===== src/rtl/score_round_controller.sv =====
// Sequences one timed scoring round (IDLE -> COUNTDOWN -> PLAY -> DONE), generating the sample
// strobe, accumulating a saturating hit score and tracking the session high score.
module score_round_controller #(
    parameter int SAMPLE_DIV      = 20000000,
    parameter int COUNTDOWN_TICKS = 3,
    parameter int ROUND_TICKS     = 30,
    parameter int SCORE_MAX       = 99
) (
    input  logic       clock,
    input  logic       reset,
    input  logic       start,
    input  logic       pause,
    input  logic       in,
    output logic [7:0] score,
    output logic [7:0] high_score,
    output logic [7:0] ticks_left,
    output logic [1:0] state,
    output logic       sample_tick,
    output logic       round_done
);

    localparam int               DIV_W     = $clog2(SAMPLE_DIV);
    localparam logic [DIV_W-1:0] DIV_LAST  = DIV_W'(SAMPLE_DIV - 1);
    localparam logic [7:0]       CD_INIT   = 8'(COUNTDOWN_TICKS);
    localparam logic [7:0]       PLAY_INIT = 8'(ROUND_TICKS);
    localparam logic [7:0]       SCORE_SAT = 8'(SCORE_MAX);

    typedef enum logic [1:0] {
        IDLE      = 2'b00,
        COUNTDOWN = 2'b01,
        PLAY      = 2'b10,
        DONE      = 2'b11
    } state_t;

    state_t           cur_state;
    state_t           next_state;
    logic             start_q;
    logic             start_rise;
    logic [DIV_W-1:0] divider;
    logic             div_at_last;
    logic             div_run;
    logic             tick_now;
    logic             round_end;
    logic             state_enter;

    assign start_rise  = start & ~start_q;
    assign div_at_last = (divider == DIV_LAST);
    assign state_enter = (next_state != cur_state);
    assign state       = cur_state;

    always_ff @(posedge clock) begin
        if (reset) begin
            cur_state <= IDLE;
        end else begin
            cur_state <= next_state;
        end
    end

    // Pause only matters in PLAY; COUNTDOWN always runs the divider.
    always_comb begin
        next_state = cur_state;
        div_run    = 1'b0;
        tick_now   = 1'b0;
        round_end  = 1'b0;
        case (cur_state)
            IDLE: begin
                if (start_rise) begin
                    next_state = COUNTDOWN;
                end
            end
            COUNTDOWN: begin
                div_run  = 1'b1;
                tick_now = div_at_last;
                if (div_at_last && (ticks_left <= 8'd1)) begin
                    next_state = PLAY;
                end
            end
            PLAY: begin
                div_run  = ~pause;
                tick_now = ~pause & div_at_last;
                // The final tick leaves ticks_left at 0; close the round one cycle later.
                if (ticks_left == 8'd0) begin
                    next_state = DONE;
                    round_end  = 1'b1;
                end
            end
            DONE: begin
                if (start_rise) begin
                    next_state = COUNTDOWN;
                end
            end
            default: begin
                next_state = IDLE;
            end
        endcase
    end

    always_ff @(posedge clock) begin
        if (reset) begin
            start_q     <= 1'b0;
            divider     <= '0;
            sample_tick <= 1'b0;
            round_done  <= 1'b0;
            score       <= 8'd0;
            high_score  <= 8'd0;
            ticks_left  <= 8'd0;
        end else begin
            start_q     <= start;
            sample_tick <= tick_now;
            round_done  <= round_end;

            if (state_enter || tick_now || (cur_state == IDLE) || (cur_state == DONE)) begin
                divider <= '0;
            end else if (div_run) begin
                divider <= divider + 1'b1;
            end

            if (state_enter && (next_state == COUNTDOWN)) begin
                ticks_left <= CD_INIT;
            end else if (state_enter && (next_state == PLAY)) begin
                ticks_left <= PLAY_INIT;
            end else if (tick_now && (ticks_left != 8'd0)) begin
                ticks_left <= ticks_left - 8'd1;
            end

            if (state_enter && (next_state == COUNTDOWN)) begin
                score <= 8'd0;
            end else if ((cur_state == PLAY) && tick_now && in && (score < SCORE_SAT)) begin
                score <= score + 8'd1;
            end

            if (round_end && (score > high_score)) begin
                high_score <= score;
            end
        end
    end

endmodule


===== config.mk =====
export PLATFORM = sky130hd
export DESIGN_NAME = score_round_controller
export DESIGN_NICKNAME = d
export VERILOG_FILES = /design/src/rtl/score_round_controller.sv
export SDC_FILE = /design/constraint.sdc
export NUM_CORES = 1
export LEC_CHECK = 0
export ABC_AREA = 1
export CAP_MARGIN = 20
export CORE_AREA = 4 4 93 95
export CTS_CLUSTER_SIZE = 16
export DETAILED_ROUTE_END_ITERATION = 10
export DIE_AREA = 0 0 97 99
export PLACE_DENSITY = 0.65
export SETUP_SLACK_MARGIN = 0.5
export SYNTH_ARGS = -nofsm -noshare
export SYNTH_HDL_FRONTEND = slang
export SYNTH_SLANG_ARGS = --single-unit

===== constraint.sdc =====
create_clock -name clock -period 5.9 [get_ports clock]
set_input_delay 1.18 -clock clock [delete_from_list [all_inputs] [get_ports clock]]
set_output_delay 1.18 -clock clock [all_outputs]
set_load 0.005 [all_outputs]

==> impl_metrics.ini <==
[detailed_routing]
viasPerCell = 4.82
drt_first_pass_iters = 4
drc = 0
antenna_left = 0
drtIter0Drc = 112
post_drt_wl_per_cell_um = 11.8
wl_um = 6520
vias = 2658

[floorplan]
dieArea_um2 = 9600
rows = 32
start_util = 0.404
fp.dieH_um = 99
core_area_um2 = 7730
die_x_um = 97
io_pins = 33

[synthesis]
synthCells = 416
synth_top_area_frac = 0.346
synth.most_common_cell = nand2_1
ys_top_cells_by_count = nand2_1, nor2_1, inv_1
yosys_warnings = 0
yosysTopAreaCell = dfxtp_1
async_reset_ff_frac = 0
syn_area_um2 = 3120
postSynthAreaPerCell_um2 = 7.50
synth_area_leaders = dfxtp_1, xor2_1, nand2_1
ys_ff_latch = 54
synthFlopType = dfxtp_1
synth_edf_count = 0
synth_cell_types = 35
syn_nets = 438
ys_seq_area_frac = 0.346

[timing]
fmax_mhz = 341
tightest_slew_ns = 0.561
setup-violations-final = 0
maxSlewHeadroom = 0.625
fin_crit_ns = 2.93
fin_ws_ns = 2.97
hold_violations = 0
post-route-period-util = 0.497
final.setup.tns_ns = 0
skew_ns = 0.00833
slew_viol_final = 0
rsz0062_at_grt = no

[clock_network]
cts_num_sinks = 54
cts_max_level = 2
cts_tree = built
cts_buffers = 5
ctsHoldBuffers = 0
cts.repair.resized = 0
clockBufferDepth = 2
cts_root_buf = clkbuf_8
clkSlewWorstSetupHoldPaths_ns = 0.10
insertion_delay_ns = 0.32
cts_setup_buffers = 0

[worst_setup_path]
worstPathRequired_ns = 6.14
reg2reg_from = state[1]
reg2reg_depth = 9
worstSetupStartpointType = input port
worst-setup-path-type = input port to flip-flop
path_max_fanout = 25
cp_data_arrival_time_ns = 3.17
end_kind = flip-flop
r2r_slack_ns = 3.27
regToRegEndpoint = divider[3]

[power_and_ir_drop]
leakage_nw = 1.30
power_density_nw_per_um2 = 305
comb_power_share = 0.398
p_clk_frac = 0.227
ir_drop_mv = 0.147
p_switching_w = 0.000436
p_seq_frac = 0.376
swShare = 0.393
intPower_w = 0.000672

[global_route]
grt_pass1_vias = 2569
gr-usage-all-layers = 0.143
grt_max_degree = 26
grt_antenna_before_repair = 0
overflow = 0
grt_pass1_wl_um = 11600

[placement]
gp_congestion = 0.818
io_buffers = 32
place_area_um2 = 3520
hpwlAfterDp_um = 5080
dp_slack_ns = 2.60
dp.cells = 543

[outcome]
status = finished, final reports clean

[layout]
drive_gt1_frac = 0.105
final_cells = 551
fin_nets = 470
multi_input_area_um2 = 1770
fin_util = 0.470
fillers = 776
finalInstanceArea_um2 = 3630
synthToLayoutAreaGrowth_pct = 16.4
register_area_um2 = 1080
antenna_cells = 0

[worst_hold_path]
min_path_type = flip-flop to flip-flop
min_to = high_score[6]
hp-start = high_score[6]
hold_depth = 2

[job]
drv_cap = 0
[per-stage QoR]
stage	power [W]	hold slack (ns)
after detailed placement	0.000867	0.481
after global routing	0.00119	0.514
after CTS	0.00112	0.497
final	0.00111	0.490
after global placement	0.000859	0.471
after floorplan	0.000753	0.472
[area by class of cell]
cell class | instances | area share
flip-flops and latches | 54 | 0.298
clock buffers | 6 | 0.0200
well taps | 102 | 0.0351
clock inverters | 2 | 0.0103
multi-input cells | 296 | 0.488
inverters | 59 | 0.0610
repair buffers | 32 | 0.0882
[power groups by stage]
stage	Combinational [W]	Sequential (W)	Clock, W
2_1_floorplan	0.000333	0.000419	0
3_3_place_gp	0.000434	0.000425	0
3_5_place_dp	0.000442	0.000425	0
4_1_cts	0.000444	0.000417	0.000260
5_1_grt	0.000502	0.000420	0.000271
6_report	0.000441	0.000416	0.000251
[kinds of logic after synthesis]
| group | after synthesis | synth area share |
|---|---|---|
| mux | 1 | 0.00321 |
| buf+inv | 66 | 0.0854 |
| xor+xnor | 36 | 0.103 |
| flops | 54 | 0.346 |
| fa+ha+maj | 17 | 0.0682 |
| compound gates | 32 | 0.0706 |
| simple gates | 210 | 0.323 |
[cell usage in the layout, fill, tap and decap left out, types with 4 or more instances in the layout]
cell type / Yosys / routed
inv_1: 57 / 57
nor2_2: 25 / 25
nand2_1: 63 / 63
nand4_1: 8 / 8
clkbuf_8: 0 / 5
xnor2_1: 7 / 7
a211oi_1: 7 / 7
xor2_1: 28 / 28
a21oi_1: 12 / 12
o21ai_0: 4 / 4
nor3_1: 19 / 19
nand3_1: 21 / 21
dfxtp_1: 54 / 54
nor2_1: 58 / 58
clkdlybuf4s50_1: 0 / 32
ha_1: 17 / 17
[routing by layer]
layer  vias to the layer above  routed length (um)  global-route usage
li1                       1389                   -                   -
met1                      1210                3000               0.177
met2                        50                3150               0.250
met3                         9                 232              0.0283
met4                         0                 132              0.0432
met5                         -                   0                   0
[sequential cells by signal, summed over array words and instances, names as in the netlist]
signal / flops
state: 2
score: 8
ticks_left: 8
start_q: 1
divider: 25
round_done: 1
sample_tick: 1
high_score: 8
[worst max-delay path by stage]
stage | slack [ns] | to | start
3_5_place_dp | 2.60 | divider[1] | reset
6_report | 2.97 | divider[3] | pause
3_3_place_gp | 2.68 | divider[1] | reset
4_1_cts | 2.93 | divider[1] | reset
2_1_floorplan | 3.42 | divider[23] | pause
5_1_grt | 2.75 | divider[0] | reset
[critical path, stage by stage]
cell	delay, ns
clkdlybuf4s50_1	0.46
inv_1	0.06
nand2_1	0.12
a21oi_4	0.09
nand3_1	0.20
nand2_1	0.08
nor3_1	0.27
nand4_4	0.47
nor2_1	0.22
Note: power is estimated with default switching activity, not from simulation.
